### src/rtl/seg_mux_display.sv
// Multiplexed N-digit 7-segment driver: refresh prescaler, tear-free double-buffered
// digit load over valid/ready, per-digit dp/blank/blink masks and leading-zero blanking.
module seg_mux_display #(
  parameter int NUM_DIGITS   = 4,
  parameter int REFRESH_DIV  = 25000,
  parameter int BLINK_FRAMES = 128,
  parameter bit HEX_MODE     = 1'b0,
  parameter bit SEG_ACT_LOW  = 1'b1,
  parameter bit AN_ACT_LOW   = 1'b1
) (
  input  logic                    clk,
  input  logic                    rst,
  input  logic                    upd_valid,
  output logic                    upd_ready,
  input  logic [4*NUM_DIGITS-1:0] upd_digits,
  input  logic [NUM_DIGITS-1:0]   upd_dp,
  input  logic [NUM_DIGITS-1:0]   blank_mask,
  input  logic [NUM_DIGITS-1:0]   blink_mask,
  input  logic                    lz_suppress,
  output logic [6:0]              seg,
  output logic                    dp,
  output logic [NUM_DIGITS-1:0]   an,
  output logic                    frame_start
);

  localparam int PW = (REFRESH_DIV > 1) ? $clog2(REFRESH_DIV) : 1;
  localparam int IW = $clog2(NUM_DIGITS);
  localparam int BW = (BLINK_FRAMES > 1) ? $clog2(BLINK_FRAMES) : 1;

  localparam logic [PW-1:0] PRESC_MAX = PW'(REFRESH_DIV - 1);
  localparam logic [IW-1:0] IDX_MAX   = IW'(NUM_DIGITS - 1);
  localparam logic [BW-1:0] BLINK_MAX = BW'(BLINK_FRAMES - 1);

  localparam logic [6:0]            SEG_DARK = SEG_ACT_LOW ? 7'h7F : 7'h00;
  localparam logic                  DP_DARK  = SEG_ACT_LOW;
  localparam logic [NUM_DIGITS-1:0] AN_IDLE  = AN_ACT_LOW ? {NUM_DIGITS{1'b1}} : {NUM_DIGITS{1'b0}};

  typedef enum logic {
    BLINK_ON  = 1'b0,
    BLINK_OFF = 1'b1
  } blink_phase_t;

  logic [PW-1:0]           presc;
  logic [IW-1:0]           idx;
  logic [4*NUM_DIGITS-1:0] active_digits;
  logic [NUM_DIGITS-1:0]   active_dp;
  logic [4*NUM_DIGITS-1:0] shadow_digits;
  logic [NUM_DIGITS-1:0]   shadow_dp;
  logic                    pending;
  logic [BW-1:0]           blink_cnt;
  blink_phase_t            phase;

  logic                    tick;
  logic                    last_idx;
  logic                    boundary;
  logic                    accept;
  logic                    load_active;
  logic [IW-1:0]           next_idx;
  logic [4*NUM_DIGITS-1:0] next_digits;
  logic [NUM_DIGITS-1:0]   next_dp;
  logic [BW-1:0]           next_cnt;
  blink_phase_t            next_phase;

  logic [NUM_DIGITS-1:0]   zero_from;
  logic [3:0]              sel_code;
  logic                    sel_dp;
  logic                    sel_blank;
  logic                    sel_blink;
  logic                    sel_lz;
  logic                    code_valid;
  logic                    dark;
  logic [6:0]              seg_lit;
  logic                    dp_lit;
  logic [NUM_DIGITS-1:0]   an_onehot;

  function automatic logic [6:0] glyph(input logic [3:0] code);
    case (code)
      4'h0:    glyph = 7'h3F;
      4'h1:    glyph = 7'h06;
      4'h2:    glyph = 7'h5B;
      4'h3:    glyph = 7'h4F;
      4'h4:    glyph = 7'h66;
      4'h5:    glyph = 7'h6D;
      4'h6:    glyph = 7'h7D;
      4'h7:    glyph = 7'h07;
      4'h8:    glyph = 7'h7F;
      4'h9:    glyph = 7'h6F;
      4'hA:    glyph = 7'h77;
      4'hB:    glyph = 7'h7C;
      4'hC:    glyph = 7'h39;
      4'hD:    glyph = 7'h5E;
      4'hE:    glyph = 7'h79;
      default: glyph = 7'h71;
    endcase
  endfunction

  assign upd_ready = ~pending;

  // The outputs for the new digit are computed from the values that will be
  // live after this edge, so a freshly copied digit set shows from digit 0 on.
  always_comb begin
    tick        = (presc == PRESC_MAX);
    last_idx    = (idx == IDX_MAX);
    boundary    = tick && last_idx;
    accept      = upd_valid && !pending;
    load_active = boundary && pending;
    next_idx    = last_idx ? '0 : idx + 1'b1;
    next_digits = load_active ? shadow_digits : active_digits;
    next_dp     = load_active ? shadow_dp : active_dp;
    next_cnt    = blink_cnt;
    next_phase  = phase;
    if (boundary) begin
      if (blink_cnt == BLINK_MAX) begin
        next_cnt   = '0;
        next_phase = (phase == BLINK_ON) ? BLINK_OFF : BLINK_ON;
      end else begin
        next_cnt = blink_cnt + 1'b1;
      end
    end
  end

  always_comb begin
    for (int i = 0; i < NUM_DIGITS; i++) begin
      zero_from[i] = ((next_digits >> (4 * i)) == '0);
    end
  end

  always_comb begin
    sel_code  = 4'd0;
    sel_dp    = 1'b0;
    sel_blank = 1'b0;
    sel_blink = 1'b0;
    sel_lz    = 1'b0;
    an_onehot = '0;
    for (int i = 0; i < NUM_DIGITS; i++) begin
      an_onehot[i] = (next_idx == IW'(i));
      if (next_idx == IW'(i)) begin
        sel_code  = next_digits[4*i +: 4];
        sel_dp    = next_dp[i];
        sel_blank = blank_mask[i];
        sel_blink = blink_mask[i];
        sel_lz    = (i != 0) && zero_from[i];
      end
    end
  end

  // A dark digit keeps its anode driven so every digit sees the same duty cycle.
  always_comb begin
    code_valid = HEX_MODE || (sel_code <= 4'd9);
    dark       = sel_blank
              || (sel_blink && (next_phase == BLINK_OFF))
              || !code_valid
              || (lz_suppress && sel_lz);
    seg_lit    = dark ? 7'h00 : glyph(sel_code);
    dp_lit     = !dark && sel_dp;
  end

  always_ff @(posedge clk) begin
    if (rst) begin
      presc       <= '0;
      idx         <= '0;
      seg         <= SEG_DARK;
      dp          <= DP_DARK;
      an          <= AN_IDLE;
      frame_start <= 1'b0;
    end else begin
      presc       <= tick ? '0 : presc + 1'b1;
      frame_start <= boundary;
      if (tick) begin
        idx <= next_idx;
        seg <= seg_lit ^ SEG_DARK;
        dp  <= dp_lit ^ DP_DARK;
        an  <= an_onehot ^ AN_IDLE;
      end
    end
  end

  // Copy and accept are mutually exclusive: copy needs pending, accept needs !pending.
  always_ff @(posedge clk) begin
    if (rst) begin
      active_digits <= '0;
      active_dp     <= '0;
      shadow_digits <= '0;
      shadow_dp     <= '0;
      pending       <= 1'b0;
    end else if (load_active) begin
      active_digits <= shadow_digits;
      active_dp     <= shadow_dp;
      pending       <= 1'b0;
    end else if (accept) begin
      shadow_digits <= upd_digits;
      shadow_dp     <= upd_dp;
      pending       <= 1'b1;
    end
  end

  always_ff @(posedge clk) begin
    if (rst) begin
      blink_cnt <= '0;
      phase     <= BLINK_ON;
    end else if (boundary) begin
      blink_cnt <= next_cnt;
      phase     <= next_phase;
    end
  end

endmodule

### config.mk
export PLATFORM = sky130hd
export DESIGN_NAME = seg_mux_display
export DESIGN_NICKNAME = d
export VERILOG_FILES = /design/src/rtl/seg_mux_display.sv
export SDC_FILE = /design/constraint.sdc
export NUM_CORES = 1
export LEC_CHECK = 0
export ABC_AREA = 1
export BUFFER_PORTS_ARGS = -buffer_cell sky130_fd_sc_hd__buf_2
export CORE_ASPECT_RATIO = 1.75
export CORE_MARGIN = 2
export CORE_UTILIZATION = 30
export DETAILED_ROUTE_END_ITERATION = 8
export GPL_TIMING_DRIVEN = 0
export SLEW_MARGIN = 0
export SYNTH_ARGS = -nofsm -noshare
export SYNTH_HDL_FRONTEND = slang
export SYNTH_SLANG_ARGS = --single-unit
### constraint.sdc
create_clock -name clk -period 2.84 [get_ports clk]
set_clock_uncertainty 0.2 [all_clocks]
set_input_delay 0.426 -clock clk [delete_from_list [all_inputs] [get_ports clk]]
set_output_delay 0.426 -clock clk [all_outputs]
set_load 0.05 [all_outputs]
==> results of run 1 <==
==> power by group through the flow <==
stage	logic, mW	clock network [mW]	registers (mW)
after floorplan	0.0714	0	1.17
after global placement	0.118	0	1.17
after detailed placement	0.120	0	1.17
after CTS	0.125	1.10	1.15
after global routing	0.143	1.14	1.15
final	0.124	1.08	1.15
==> Yosys cell counts, types with 3 or more instances <==
library cell,count,share of area
nand2_1,100,0.095
nor2_1,90,0.086
dfxtp_1,79,0.40
inv_1,60,0.057
nand3_1,37,0.047
o21ai_0,33,0.042
a21oi_1,31,0.039
clkbuf_1,13,0.012
nor3_1,13,0.017
ha_1,12,0.038
inv_2,12,0.011
nand4_1,11,0.017
nand2_2,6,0.0095
nor2_2,6,0.0095
nor4_1,5,0.0079
xor2_1,5,0.011
buf_6,4,0.011
and2_1,3,0.0048
buf_2,3,0.0038
o21ai_1,3,0.0038
o21ai_2,3,0.0067
==> layout make-up <==
cell class / instances / share of cell area
buffer: 21 / 0.0247
clock buffer: 10 / 0.0453
timing repair buffer: 70 / 0.0838
tap: 171 / 0.0423
sequential: 79 / 0.314
inverter: 74 / 0.0559
clock inverter: 6 / 0.00915
multi-input combinational: 381 / 0.425
==> repair_timing <==
item                       CTS  global route
pin swaps                    6            24
cloned                       0             0
setup buffers               15            10
gates resized for setup     15            42
setup endpoints to repair    8             8
==> state kept, by name, indices dropped and copies added (netlist names) <==
| register | count |
|---|---|
| active_digits | 16 |
| active_dp | 4 |
| an | 4 |
| blink_cnt | 7 |
| dp | 1 |
| frame_start | 1 |
| idx | 2 |
| pending | 1 |
| phase | 1 |
| presc | 15 |
| seg | 7 |
| shadow_digits | 16 |
| shadow_dp | 4 |
==> cells by family after synthesis <==
family	Yosys count
mux	1
compound gates	79
buf+inv	95
simple gates	284
flops	79
xor+xnor	5
fa+ha+maj	12
==> worst paths after layout <==
| path | start | endpoint | slack, ns | cells after the start |
|---|---|---|---|---|
| max | presc[0] | dp | 0.08 | 19 |
| min | upd_digits[5] | shadow_digits[5] | 0.11 | 3 |
| max reg2reg | presc[0] | dp | 0.08 | 19 |
| min reg2reg | shadow_digits[0] | shadow_digits[0] | 0.26 | 2 |
==> per-stage QoR <==
stage          std cells  setup WS (ns)  hold WS [ns]
6_report             812         0.0756         0.110
5_1_grt              812         -0.115         0.131
4_1_cts              802        0.00787         0.104
3_5_place_dp         771         -0.425         0.244
3_3_place_gp         771         -0.336         0.228
2_1_floorplan        555         0.0257         0.218
==> layer usage <==
layer | global-route usage | part of all wire | up-vias
li1 | - | - | 1940
met1 | 0.165 | 0.41 | 1645
met2 | 0.260 | 0.50 | 101
met3 | 0.0261 | 0.042 | 35
met4 | 0.0974 | 0.051 | 0
met5 | 0 | 0 | -
==> critical path: stages (launching register included) <==
cell	delay [ns]
dfxtp_2	0.36
ha_4	0.15
nand2_2	0.06
inv_2	0.07
nand3_2	0.10
nor2_4	0.17
nand3_4	0.09
buf_6	0.14
nand2_4	0.06
nand2_4	0.05
nand2_2	0.08
nand3_4	0.08
a21oi_4	0.27
ha_4	0.19
or2_4	0.12
nand2_4	0.05
nand2_4	0.06
nand4_4	0.14
nor2_2	0.16
nor2_1	0.04
==> impl_metrics.ini, run 1 <==
[clocking]
cts-root-buf = clkbuf_16
cts_max_level = 3
clockBufferDepth = 2
worstSkewPairLatency_ns = 0.34
numCtsBuffers = 9
cts.sinks = 79
clkSlewWorstSetupHoldPaths_ns = 0.07
cts_hold_buf = 0
cts_tree = done

[status]
status = complete, no violations

[place]
port_buffers = 45
hpwl_um = 7770
place_area_um2 = 4380
place_congestion = 0.912

[layout]
num-nets-final = 680
final_util = 0.393
layout_common_cells = nand2_1 (89), nor2_1 (86), dfxtp_1 (75), inv_1 (57), buf_2 (46)
mostFrequentLayoutCell = nand2_1
final_cell_area_um2 = 5060
n_fill_cell = 1334
antenna_cells = 0
drive_above_1_share = 0.268
multiInputGateArea_um2 = 2150
synthToLayoutAreaGrowth_pct = 28.4
regArea_um2 = 1590

[synth]
synth.area.mux_share = 0.00254
synth_top_family_by_area = simple AND/OR/NAND/NOR gates
async_reset_ff_frac = 0
syn_nets = 599
synth_compound_area_frac = 0.111
yosys.area_share.simple = 0.334
ys_warn_count = 0
synth_cells = 555
ys_types = 44
ys_seq_elements = 79
yosysSeqAreaShare = 0.401
synth_edf_count = 0
avgSynthCellArea_um2 = 7.10
syn_area_um2 = 3940
synthAdderAreaFrac = 0.0381
synthXorXnorAreaFrac = 0.0111
synth-main-ff-cell = dfxtp_1

[power]
p_leak_nw = 2.19
share_comb_of_total_power = 0.053
power_switching_uw = 573
power_per_cell_area_nw_per_um2 = 465
switching_share = 0.244
irDropWorstVdd_mv = 0.266
total_power_mw = 2.35
intPower_mw = 1.78
pwr-share-clk = 0.459
power_frac_seq = 0.488

[die]
start_util = 0.306
core_area_um2 = 12900
core.rowCount = 55
io_pins = 46
die_width_um = 90.6
die_h_um = 156
die-area_um2 = 14100

[detailed_routing]
wl_per_cell_um = 12.9
wl_um = 10500
vias = 3721
drt_iter0_drc = 155
drc = 0
ant_nets = 0
dr.pass1.iters = 4
vias_per_cell = 4.58

[timing]
rsz0062_at_grt = true
final.min_clock_period_ns = 2.76
slew_headroom = 0.619
fin_crit_sh = 0.973
setup_violations = 0
worst_pin_slew_ns = 0.568
hold_viol = 0
tns_ns = 0
clock.fmax_ghz = 0.362
drv_slew = 0

[grt]
overflow = 0
grt_pass1_wl_um = 16800
grt_pass1_vias = 3554
antenna_found_initial = 0
track_usage = 0.149
grt_max_degree = 15

[worst_setup_path]
cp-start-kind = flop
cp-end-kind = flop
crit_arrival_ns = 2.80
required_ns = 2.87
path_max_fanout = 7
path_class = flop to flop

[hold_path]
hp-class = input pin to flop

[job]
max-cap-violations = 0
No activity file was read; power rests on OpenSTA's default activity.
==> inputs of run 2 (changes only) <==
- CTS_BUF_LIST: not set -> sky130_fd_sc_hd__clkbuf_16
==> run 2 against run 1 <==
Effect of this change: cell area unchanged; power decreased by 0.14%; sequential power about the same; combinational power about the same; hold slack about the same; utilization unchanged; critical path type unchanged; largest cell class unchanged.
==> impl_metrics.ini, run 2 (same netlist as run 1, synthesis figures left out) <==
[worst_setup_path]
rr_worst_depth = 19
r2r_setup_slack_ns = 0.08
cp_slowest_cell = dfxtp_2
path_class = flop to flop
path_max_fanout = 7
worst_path_most_repeated_cell = nand2_4
max_stage_delay_ns = 0.36
rr_endpoint = dp
cp_cell_sequence = ha_4, nand2_2, inv_2, nand3_2, nor2_4, nand3_4, buf_6, nand2_4, nand2_4, nand2_2, nand3_4, a21oi_4, ha_4, or2_4, nand2_4, nand2_4, nand4_4, nor2_2, nor2_1
cp-start-kind = flop
required_ns = 2.87
cp-end-kind = flop
crit_arrival_ns = 2.80
r2r_start = presc[0]

[timing]
slew_headroom = 0.619
setup_violations = 0
hold_viol = 0
fin_crit_sh = 0.973
final.min_clock_period_ns = 2.76
clock.fmax_ghz = 0.362
fin_ws_ns = 0.0760
worst_pin_slew_ns = 0.568
drv_slew = 0
tns_ns = 0
rsz0062_at_grt = true

[layout]
drive_above_1_share = 0.268
top_regs = active_digits x16, shadow_digits x16, presc x15
synthToLayoutAreaGrowth_pct = 28.4
n_fill_cell = 1334
antenna_cells = 0
mostFrequentLayoutCell = nand2_1
num-nets-final = 680
layout_common_cells = nand2_1 (89), nor2_1 (86), dfxtp_1 (75), inv_1 (58), buf_2 (46)

[power]
total_power_mw = 2.35
power_switching_uw = 574
p_leak_nw = 2.19
pwr-share-clk = 0.458
power_per_cell_area_nw_per_um2 = 464
intPower_mw = 1.77
switching_share = 0.244
irDropWorstVdd_mv = 0.266
share_comb_of_total_power = 0.053
power_frac_seq = 0.489

[grt]
overflow = 0
grt_pass1_wl_um = 16800
grt_max_degree = 15
grt_pass1_vias = 3554
track_usage = 0.149
antenna_found_initial = 0

[place]
dp_slack_ns = -0.425
port_buffers = 45
hpwl_um = 7770
place_congestion = 0.912

[detailed_routing]
vias = 3731
drt_iter0_drc = 153
ant_nets = 0
dr.pass1.iters = 4
vias_per_cell = 4.59
wl_per_cell_um = 12.9
drc = 0
wl_um = 10500

[clocking]
clkSlewWorstSetupHoldPaths_ns = 0.07
cts_max_level = 3
clockBufferDepth = 2
cts_tree = done
cts.sinks = 79
cts-root-buf = clkbuf_16
cts_hold_buf = 0
worstSkewPairLatency_ns = 0.35
numCtsBuffers = 9

[die]
io_pins = 46
die_h_um = 156
core.rowCount = 55
start_util = 0.306
die_width_um = 90.6
die-area_um2 = 14100
core_area_um2 = 12900

[hold_path]
hold_depth = 3
holdPathEnd = shadow_digits[5]
hp-class = input pin to flop
min-delay-start = upd_digits[5]

[job]
max-cap-violations = 0

[status]
status = complete, no violations
==> run 2: critical path, delay by kind of cell (launching register included) <==
family          cells  cell delay [ns]
simple gates       14             1.26
flops               1             0.36
fa+ha+maj           2             0.34
compound gates      1             0.27
buf+inv             2             0.21
==> run 2: how the worst max path moves through the flow <==
stage / from / end / slack (ns)
final: presc[0] / dp / 0.08
after detailed placement: presc[0] / seg[5] / -0.42
after CTS: presc[1] / dp / 0.008
after floorplan: presc[0] / dp / 0.03
after global placement: presc[0] / seg[6] / -0.34
after global routing: presc[0] / dp / -0.12
==> run 2: per-layer routing <==
metal,part of all wire,global-route usage
met1,0.41,0.165
met2,0.50,0.260
met3,0.042,0.0261
met4,0.052,0.0974
met5,0,0
==> run 2: what timing repair did <==
action / CTS / global route
setup buffers: 15 / 10
gates resized for setup: 15 / 42
setup endpoints to repair: 8 / 8
pin swaps: 6 / 24
==> run 2: area by class of cell <==
| type | instances | area (um2) | area share |
|---|---|---|---|
| Sequential cell | 79 | 1590 | 0.314 |
| Clock inverter | 7 | 50.0 | 0.00989 |
| Inverter | 74 | 283 | 0.0559 |
| Clock buffer | 9 | 225 | 0.0445 |
| Multi-Input combinational cell | 381 | 2150 | 0.425 |
| Timing Repair Buffer | 70 | 424 | 0.0838 |
| Buffer | 21 | 125 | 0.0247 |
| Tap cell | 171 | 214 | 0.0423 |
==> run 2: per-stage QoR <==
step / instance area [um2] / hold slack (ns) / utilization / instances
floorplan: 3940 / 0.218 / - / 555
global placement: 4380 / 0.228 / 0.340 / 771
detailed placement: 4380 / 0.244 / 0.340 / 771
CTS: 4830 / 0.104 / 0.375 / 802
global route: 5060 / 0.131 / 0.393 / 812
finish: 5060 / 0.110 / 0.393 / 812
==> run 2: power by group through the flow <==
stage          sequential (mW)  combinational (mW)  clock [mW]
2_1_floorplan             1.17              0.0714           0
4_1_cts                   1.15               0.125        1.10
3_3_place_gp              1.17               0.118           0
6_report                  1.15               0.124        1.08
3_5_place_dp              1.17               0.120           0
5_1_grt                   1.15               0.143        1.14
==> inputs of run 3 (changes only) <==
- RECOVER_POWER: not set -> 25
==> run 3 against run 2 <==
Effect of this change: non-clock buffer count unchanged; critical endpoint unchanged; register-to-register slack hardly changed; highest routed layer unchanged; die area unchanged.
==> impl_metrics.ini, run 3 (same netlist as run 1, synthesis figures left out) <==
[status]
status = complete, no violations

[timing]
tns_ns = 0
fin_ws_ns = 0.0751
final.min_clock_period_ns = 2.76
hold_viol = 0
setup_violations = 0
fin_crit_sh = 0.974
rsz0062_at_grt = true
worst_pin_slew_ns = 0.603
slew_headroom = 0.600
clock.fmax_ghz = 0.362
drv_slew = 0

[layout]
num-nets-final = 680
layout_common_cells = nand2_1 (89), nor2_1 (86), dfxtp_1 (75), inv_1 (58)
drive_above_1_share = 0.248
top_regs = active_digits x16, shadow_digits x16, presc x15
mostFrequentLayoutCell = nand2_1
antenna_cells = 0
synthToLayoutAreaGrowth_pct = 28.0
final_cells = 812
n_fill_cell = 1339
final_cell_area_um2 = 5040
regArea_um2 = 1590
multiInputGateArea_um2 = 2150

[detailed_routing]
wl_um = 10500
dr.pass1.iters = 4
drc = 0
vias_per_cell = 4.58
ant_nets = 0
drt_iter0_drc = 153
wl_per_cell_um = 12.9
vias = 3719

[grt]
antenna_found_initial = 0
track_usage = 0.149
overflow = 0
grt_pass1_wl_um = 16800
grt_max_degree = 15
grt_pass1_vias = 3554

[worst_setup_path]
cp-end-kind = flop
rr_endpoint = dp
crit_arrival_ns = 2.80
r2r_start = presc[0]
required_ns = 2.87
path_max_fanout = 7
critPathCapture = dp
r2r_setup_slack_ns = 0.08
path_class = flop to flop
cp-startpoint = presc[0]
rr_worst_depth = 19
cp-start-kind = flop

[clocking]
clockBufferDepth = 2
cts.sinks = 79
clkSlewWorstSetupHoldPaths_ns = 0.07
cts_tree = done
cts_hold_buf = 0
cts-root-buf = clkbuf_16
worstSkewPairLatency_ns = 0.34
cts_max_level = 3
numCtsBuffers = 9

[power]
power_frac_seq = 0.489
share_comb_of_total_power = 0.053
power_switching_uw = 573
switching_share = 0.244
intPower_mw = 1.77
power_per_cell_area_nw_per_um2 = 465
pwr-share-clk = 0.458
irDropWorstVdd_mv = 0.266
p_leak_nw = 2.17

[place]
place_congestion = 0.912
hpwl_um = 7770
place_area_um2 = 4380
port_buffers = 45
dp.cells = 771
dp_slack_ns = -0.425

[hold_path]
hp-class = input pin to flop

[die]
die-area_um2 = 14100
start_util = 0.306
die_width_um = 90.6
io_pins = 46
core_area_um2 = 12900
core.rowCount = 55
die_h_um = 156

[job]
max-cap-violations = 0
==> run 3: cell types whose count changed in the layout (fill, tap and decap cells not counted), sizes merged <==
cell    before  now
clkbuf      22   35
buf         78   65
==> run 3: through the flow <==
| stage | utilization | hold WS (ns) | total power, mW |
|---|---|---|---|
| 2_1_floorplan | - | 0.218 | 1.24 |
| 3_3_place_gp | 0.340 | 0.228 | 1.29 |
| 3_5_place_dp | 0.340 | 0.244 | 1.29 |
| 4_1_cts | 0.375 | 0.104 | 2.37 |
| 5_1_grt | 0.392 | 0.131 | 2.43 |
| 6_report | 0.392 | 0.110 | 2.35 |
==> run 3: per-layer routing <==
metal	track usage	share of wire	up-vias
met5	0	0	-
met4	0.0974	0.051	0
met3	0.0261	0.046	35
met2	0.260	0.50	103
met1	0.165	0.40	1641
li1	-	-	1940
==> run 3: power by group through the flow <==
stage / clock network [mW] / logic [mW] / registers, mW
detailed placement: 0 / 0.120 / 1.17
finish: 1.08 / 0.124 / 1.15
global route: 1.14 / 0.143 / 1.15
floorplan: 0 / 0.0714 / 1.17
global placement: 0 / 0.118 / 1.17
CTS: 1.10 / 0.125 / 1.15
==> run 3: worst min path at each step <==
stage / startpoint / to / slack, ns / depth (start not counted)
finish: upd_digits[5] / shadow_digits[5] / 0.11 / 3
global route: upd_dp[2] / shadow_dp[2] / 0.13 / 3
CTS: upd_digits[5] / shadow_digits[5] / 0.10 / 3
detailed placement: presc[0] / presc[0] / 0.24 / 1
global placement: presc[0] / presc[0] / 0.23 / 1
floorplan: presc[0] / presc[0] / 0.22 / 1
==> run 3: area by class of cell <==
type,instances,share of cell area
clock buffers,9,0.0447
plain buffers,21,0.0248
clock inverters,7,0.00993
inverters,74,0.0561
repair buffers,70,0.0809
well taps,171,0.0424
multi-input cells,381,0.427
flip-flops and latches,79,0.315
==> run 3: worst max-delay path, stage by stage (launching register included) <==
cell     delay, ns
dfxtp_2       0.36
ha_4          0.15
nand2_2       0.06
inv_2         0.07
nand3_2       0.10
nor2_4        0.17
nand3_4       0.09
buf_6         0.14
nand2_4       0.06
nand2_4       0.05
nand2_2       0.08
nand3_4       0.08
a21oi_4       0.27
ha_4          0.19
or2_4         0.12
nand2_4       0.05
nand2_4       0.06
nand4_4       0.14
nor2_2        0.16
nor2_1        0.04
==> run 3: what timing repair did <==
action | 4_1_cts | 5_1_grt
endpoints found under the setup margin | 8 | 8
resized for setup | 15 | 42
hold endpoints to repair | 0 | 0
pin swaps | 6 | 24
setup buffers | 15 | 10
